`src/rtl/shift_normalizer_if.sv`:
```
// -----------------------------------------------------------------------------
// shift_normalizer_if
// Groups the request/result signals of the shift normalizer.
//   start  : request to normalize din (master -> slave)
//   din    : N-bit unsigned operand (master -> slave)
//   busy   : normalizer is working on an operand (slave -> master)
//   done   : one-cycle pulse, results valid (slave -> master)
//   dout   : top W bits of the normalized operand (slave -> master)
//   shamt  : number of left shifts applied (slave -> master)
//   zero   : captured operand was zero (slave -> master)
// -----------------------------------------------------------------------------
interface shift_normalizer_if #(
  parameter int N  = 16,
  parameter int W  = 8,
  parameter int CW = 4
);
  logic          start;
  logic [N-1:0]  din;
  logic          busy;
  logic          done;
  logic [W-1:0]  dout;
  logic [CW-1:0] shamt;
  logic          zero;

  modport master (
    output start, din,
    input  busy, done, dout, shamt, zero
  );

  modport slave (
    input  start, din,
    output busy, done, dout, shamt, zero
  );
endinterface

```
`src/rtl/shift_normalizer.sv`:
```
// -----------------------------------------------------------------------------
// shift_normalizer
// Iterative leading-zero normalizer. An accepted operand is shifted left one
// bit per cycle until its MSB is set; the top W bits and the shift count are
// then latched and announced with a single-cycle done pulse. A zero operand
// skips the shift loop and reports zero=1 directly.
//   clk : sole clock, all state changes on posedge
//   rst : synchronous reset, active-low
//   bus : shift_normalizer_if.slave (start, din in; busy, done, dout,
//         shamt, zero out)
// Parameters: N data width, W output slice width (W <= N),
//             CW shift-count width = ceil(log2(N)).
// -----------------------------------------------------------------------------
module shift_normalizer #(
  parameter int N  = 16,
  parameter int W  = 8,
  parameter int CW = 4
) (
  input logic               clk,
  input logic               rst,
  shift_normalizer_if.slave bus
);

  typedef enum logic [1:0] {
    IDLE  = 2'd0,
    SHIFT = 2'd1,
    DONE  = 2'd2
  } state_t;

  // Declaration initializers give the reset values at power-up as well.
  state_t        state = IDLE;
  state_t        state_next;
  logic [N-1:0]  sreg    = '0;
  logic [CW-1:0] cnt     = '0;
  logic [W-1:0]  dout_r  = '0;
  logic [CW-1:0] shamt_r = '0;
  logic          zero_r  = 1'b0;

  logic is_busy;
  logic is_done;
  logic load;
  logic load_zero;
  logic step;
  logic latch;

  // State register
  always_ff @(posedge clk) begin
    if (!rst) begin
      state <= IDLE;
    end else begin
      state <= state_next;
    end
  end

  // Next-state logic; start is only looked at in IDLE
  always_comb begin
    state_next = state;
    case (state)
      IDLE: begin
        if (bus.start) begin
          state_next = (bus.din == '0) ? DONE : SHIFT;
        end
      end
      SHIFT: begin
        if (sreg[N-1]) begin
          state_next = DONE;
        end
      end
      DONE:    state_next = IDLE;
      default: state_next = IDLE;
    endcase
  end

  // Output / datapath-control decode of the current state
  always_comb begin
    is_busy   = (state != IDLE);
    is_done   = (state == DONE);
    load      = (state == IDLE) && bus.start && (bus.din != '0);
    load_zero = (state == IDLE) && bus.start && (bus.din == '0);
    step      = (state == SHIFT) && !sreg[N-1];
    latch     = (state == SHIFT) && sreg[N-1];
  end

  // Datapath. A nonzero operand needs at most N-1 shifts before its MSB is
  // set, so cnt never exceeds N-1 and cannot wrap. Result registers keep
  // their previous values until a new result is latched.
  always_ff @(posedge clk) begin
    if (!rst) begin
      sreg    <= '0;
      cnt     <= '0;
      dout_r  <= '0;
      shamt_r <= '0;
      zero_r  <= 1'b0;
    end else begin
      if (load) begin
        sreg <= bus.din;
        cnt  <= '0;
      end else if (step) begin
        sreg <= {sreg[N-2:0], 1'b0};
        cnt  <= cnt + 1'b1;
      end

      if (load_zero) begin
        dout_r  <= '0;
        shamt_r <= '0;
        zero_r  <= 1'b1;
      end else if (latch) begin
        dout_r  <= sreg[N-1 -: W];
        shamt_r <= cnt;
        zero_r  <= 1'b0;
      end
    end
  end

  assign bus.busy  = is_busy;
  assign bus.done  = is_done;
  assign bus.dout  = dout_r;
  assign bus.shamt = shamt_r;
  assign bus.zero  = zero_r;

endmodule

```
`src/flat_wrapper.sv`:
```
// flat-port wrapper written by rule: the top's interface ports become plain ports
module shift_normalizer_flat 
#(
  parameter int N  = 16,
  parameter int W  = 8,
  parameter int CW = 4
)
  (clk, rst, bus_start, bus_din, bus_busy, bus_done, bus_dout, bus_shamt, bus_zero);
  shift_normalizer_if #(.N(N), .W(W), .CW(CW)) bus_i ();
  input logic clk;
  input logic rst;
  input wire logic [$bits(bus_i.start)-1:0] bus_start;
  input wire logic [$bits(bus_i.din)-1:0] bus_din;
  output wire logic [$bits(bus_i.busy)-1:0] bus_busy;
  output wire logic [$bits(bus_i.done)-1:0] bus_done;
  output wire logic [$bits(bus_i.dout)-1:0] bus_dout;
  output wire logic [$bits(bus_i.shamt)-1:0] bus_shamt;
  output wire logic [$bits(bus_i.zero)-1:0] bus_zero;
  assign bus_i.start = bus_start;
  assign bus_i.din = bus_din;
  assign bus_busy = bus_i.busy;
  assign bus_done = bus_i.done;
  assign bus_dout = bus_i.dout;
  assign bus_shamt = bus_i.shamt;
  assign bus_zero = bus_i.zero;
  shift_normalizer #(.N(N), .W(W), .CW(CW)) u_core (.clk(clk), .rst(rst), .bus(bus_i));
endmodule
```
`config.mk`:
```
export PLATFORM = sky130hd
export DESIGN_NAME = shift_normalizer_flat
export DESIGN_NICKNAME = d
export VERILOG_FILES = /design/src/rtl/shift_normalizer_if.sv /design/src/rtl/shift_normalizer.sv /design/src/flat_wrapper.sv
export SDC_FILE = /design/constraint.sdc
export NUM_CORES = 1
export LEC_CHECK = 0
export ABC_AREA = 1
export CORE_MARGIN = 4
export CORE_UTILIZATION = 47
export DETAILED_ROUTE_END_ITERATION = 8
export DONT_BUFFER_PORTS = 1
export HOLD_SLACK_MARGIN = 0.03
export SLEW_MARGIN = 5
export SYNTH_ARGS = -nofsm -noshare
export SYNTH_HDL_FRONTEND = slang
export SYNTH_SLANG_ARGS = --single-unit
```
`constraint.sdc`:
```
create_clock -name clk -period 1.2 [get_ports clk]
set_input_delay 0.12 -clock clk [delete_from_list [all_inputs] [get_ports clk]]
set_output_delay 0.12 -clock clk [all_outputs]
set_load 0.02 [all_outputs]
```
* Word-level counts from Yosys, hierarchy flattened
Index checks and enable logic that the tools add are counted.
** Cells by class
- $add $sub $neg :: 1
- Eq/ne operators :: 4
- Multiplexer cells :: 8
- Bitwise gates (word level) :: 1
- Reduce and logical (&&, ||, !) cells :: 15
** Operators by type and width (count)
- 16-bit 2-to-1 mux :: 2
- 16-bit zero test :: 1
- 16-bit nonzero test :: 1
- 2-bit 2-to-1 mux :: 3
- 2-bit nonzero test :: 3
- 1-bit logical AND :: 5
- 4-bit by 1-bit adder with 4-bit output (second input constant) :: 1
- 2-bit case mux with 2 select lines :: 1
- 2-bit OR reduction :: 2
- 2-bit by 1-bit equality test with 1-bit output (second input constant) :: 1
- 2-bit equality test (second input constant) :: 1
- 2-bit zero test :: 1
- 1-bit 2-to-1 mux :: 2
- 2-bit by 1-bit inequality test with 1-bit output (second input constant) :: 1
- 2-bit inequality test (second input constant) :: 1
- 2-bit AND reduction :: 1
- 1-bit zero test :: 1
- 1-bit inverter :: 1
** Storage, ports and cells
- Register bits after elaboration :: 35
- Bits of input ports :: 19
- Output and inout port bits :: 15
- Word-level logic and storage cells :: 35

* Depth between registers and ports, before layout
- Word-level depth :: 4
- Mapped depth :: 9
- Mapped depth without buffers :: 8

* Worst setup path after synthesis
No wires, ideal clock.
- Kind :: register to register
- From :: register u_core.state[1]
- To :: register u_core.dout_r[7] (netlist: u_core.bus.dout[7])
- Setup time :: 0.132 ns
- Arrival time :: 1.118 ns
- Data required time :: 1.068 ns
- Path slack :: -0.051 ns
- Stages on the path, launching flop included :: 8
- Path buffers :: 1
- Clock period less this slack :: 1.251 ns
- Cell sequence :: dfxtp_1 inv_2 nand2_2 nor2_8 nand3_1 nand2_1 buf_4 a21oi_1
** On the way
- Cells in the longest elaborated chain, start to end :: 4
- Elaborated cells between the ends (all ways) :: 6
- Those cells by class :: eq/ne: 1; reduce/logical: 5
** RTL lines
- start, declared :: RTL line shift_normalizer.sv:31 : state_t state = IDLE;
- start signal, assigned :: RTL line shift_normalizer.sv:51 : state <= state_next;
- 2-bit zero test :: RTL line shift_normalizer.sv:79 : load_zero = (state == IDLE) && bus.start && (bus.din == '0);
- 1-bit logical AND (2 in series) :: RTL line shift_normalizer.sv:79
- 2-bit OR reduction (no source line)
- end signal, assigned :: RTL line shift_normalizer.sv:108 : dout_r <= sreg[N-1 -: W];
- end, declared :: RTL line shift_normalizer.sv:35 : logic [W-1:0] dout_r = '0;
Several ways; a longest one is shown, not always the timed one.
A chain may end at the register's enable or synchronous reset.

* Final worst setup path
- From :: register u_core.state[1]
- To :: register u_core.shamt_r[3] (netlist: u_core.bus.shamt[3])
** On the way
- Cells in the longest elaborated chain, start to end :: 4
- Elaborated cells between the ends (all ways) :: 6
- Those cells by class :: eq/ne: 1; reduce/logical: 5
** RTL lines
- 2-bit zero test :: RTL line shift_normalizer.sv:79
- 1-bit logical AND (2 in series) :: RTL line shift_normalizer.sv:79
- 2-bit OR reduction (no source line)
- end signal, assigned :: RTL line shift_normalizer.sv:109 : shamt_r <= cnt;
- end, declared :: RTL line shift_normalizer.sv:36 : logic [CW-1:0] shamt_r = '0;
Several ways; a longest one is shown, not always the timed one.

==> results.ini <==
[timing]
hold_viol_final = 0
worst_slack_ps = -6.24
setup-violations-final = 1
max_slew_margin = 0.728
rsz0062_at_grt = yes
worst_slew_pin_slew_ps = 406
final_max_slew_viol_count = 0
max_freq_mhz = 829
post-route-min-period_ps = 1210
skew_ps = 7.31
fin_crit_sh = 1.01
holdWs_ps = 94.6

[cells_and_area]
drive_gt1_frac = 0.264
syn_to_final_growth_pct = 23.7
antenna_cells = 0
fillerInstances = 334
fin_area_um2 = 2140
fin_util = 0.621
nets = 277
finalNonFillerCells = 304

[clock_tree]
clk_pin_slew_ps = 70
clock_latency_ps = 280
root_buffer = clkbuf_8
cts_buffers = 5
cts_max_path_buffers = 2
clkSinkCount = 35
htree_levels = 2
cts_tree = built

[route]
final_antenna_net_count = 0
first_pass_iters = 4
drt_iter0_markers = 77
wl_per_cell_um = 13.0
detail_route.vias_per_cell = 5.13
drc = 0
vias = 1558
routed_wl_um = 3940

[die]
dieArea_um2 = 4710
core_area_um2 = 3440
die_h_um = 68.6
pin_count = 34
die_w_um = 68.6
placementRows = 21
initial_core_util = 0.502

[outcome]
status = finished, violations left
violations = negative setup slack

[synthesis]
async_flop_share = 0
synth_seq_cells = 35
synth_cell_types = 26
netlist_area_um2 = 1730
synthTopCellsByCount = nand2_1, nand3_1, dfxtp_1
synth_edf_count = 0
post-synth-top-area-cell = dfxtp_1
yosysSeqAreaShare = 0.406
syn_nets = 258
yosys_warnings = 0
syn_inst = 238
post-synth-top-count-cell = nand2_1
synth.area.top_cells = dfxtp_1, nand2_1, nand3_1, a21oi_1, inv_1
synth_flop_cell = dfxtp_1
synth.top_cell.area_share = 0.406
postSynthAreaPerCell_um2 = 7.26

[place]
dp_hpwl_um = 2690
io_buffers = 0
dp.cells = 288
dpl_cell_area_um2 = 1840
gp_congestion = 0.745

[setup_path]
crit_type = flip-flop to flip-flop
crit_path_end_kind = flip-flop
r2r_slack_ps = -6
cp_max_fo = 6
cp-startpoint = u_core.state[1]$_SDFFE_PN0P_
cp-endpoint = u_core.bus.shamt[3]$_SDFFE_PP0P_
reg2reg_from = u_core.state[1]$_SDFFE_PN0P_
ff2ff_path_depth = 7
crit_required_ps = 1370
start_kind = flip-flop
arrival_ps = 1380
worstReg2RegEnd = u_core.bus.shamt[3]$_SDFFE_PP0P_

[pwr]
vdd_drop_max_mv = 0.581
power_mw = 2.56
power.density_nw_per_um2 = 1200
p_leak_nw = 0.877

[grt]
grt_max_degree = 18
grt-ovfl-total = 0
antenna_found_initial = 0
gr-usage-all-layers = 0.174
grt_pass1_vias = 1483
grt_pass1_wl_um = 6280

[job]
max_cap_violations = 0

[hold_path]
worstHoldPathType = primary input to flip-flop

[worst max-delay path: stages (launching register included)]
cell	delay [ps]
dfxtp_2	340
inv_2	80
nand2_4	70
nor2_8	190
nand3_4	120
nand2_4	110
clkbuf_16	150
a21oi_2	40
[timing repair]
item / 4_1_cts / 5_1_grt
hold buffers: 3 / 1
pin swaps: 2 / 1
cloned: 1 / 1
setup buffers: 0 / 2
setup endpoints to repair: 24 / 34
gates resized for setup: 5 / 28
endpoints found under the hold margin: 2 / 1
[registers in the layout (all words and copies together), names as in the netlist]
register,count
u_core.sreg,16
u_core.bus.dout,8
u_core.bus.shamt,4
u_core.cnt,4
u_core.state,2
u_core.bus.zero,1
[layout make-up]
cell class / instances / area (um^2) / area share
multi-input combinational: 171 / 965 / 0.451
timing repair buffer: 24 / 244 / 0.114
clock inverter: 2 / 12.5 / 0.00585
inverter: 20 / 82.6 / 0.0386
sequential: 35 / 703 / 0.329
clock buffer: 6 / 72.6 / 0.0340
tap: 46 / 57.6 / 0.0269
[how the worst min path moves through the flow]
stage / from / to / slack (ps) / cells after the start
4_1_cts: rst / u_core.cnt[0]$_SDFFE_PP0P_ / 70 / 2
3_3_place_gp: rst / u_core.sreg[15]$_SDFFE_PN0P_ / 270 / 2
6_report: bus_din[2] / u_core.sreg[2]$_SDFFE_PN0P_ / 90 / 4
5_1_grt: rst / u_core.bus.dout[0]$_SDFFE_PP0P_ / 100 / 3
2_1_floorplan: rst / u_core.sreg[15]$_SDFFE_PN0P_ / 260 / 2
3_5_place_dp: rst / u_core.sreg[15]$_SDFFE_PN0P_ / 270 / 2
[layout by cell type (no fill, tap or decap), types with 2 or more instances in the layout]
cell type       n
buf_12          2
nand2_2         2
a21oi_2        15
dlygate4sd3_1   4
nand3_2         6
dfxtp_1        33
nor2_4          3
inv_1          16
dfxtp_2         2
nand3_1        38
a21oi_1        18
buf_4          14
buf_6           3
nand2_1        65
nand2_4         5
nor2_1         10
clkbuf_8        5
[cells by family (layout without fill, tap and decap cells)]
kind of cell / count (synthesis) / after routing / synth area share
compound gates: 34 / 34 / 0.101
xor+xnor: 1 / 1 / 0.00507
fa+ha+maj: 1 / 1 / 0.00724
buf+inv: 33 / 52 / 0.105
flops: 35 / 35 / 0.406
simple gates: 134 / 135 / 0.377
[per-layer routing]
| metal | vias up | track usage | share of wire |
|---|---|---|---|
| li1 | 807 | - | - |
| met5 | - | 0 | 0 |
| met3 | 2 | 0.0454 | 0.054 |
| met1 | 719 | 0.207 | 0.44 |
| met4 | 0 | 0.0447 | 0.0041 |
| met2 | 30 | 0.308 | 0.50 |
[through the flow]
step                      setup WS, ps  TNS, ps
after CTS                         7.16        0
after floorplan                  -8.19    -8.19
after detailed placement         -36.7     -104
after global placement            5.65        0
after global routing             -59.7     -767
final                            -6.24    -6.24
[report_power, final]
group          leakage, nW  internal (mW)  switching, mW  total, mW
sequential           0.287           1.23         0.0530       1.28
combinational        0.549          0.191          0.275      0.466
clock               0.0412          0.405          0.409      0.815
total                0.877           1.82          0.737       2.56
No activity file was read; power rests on OpenSTA's default activity.
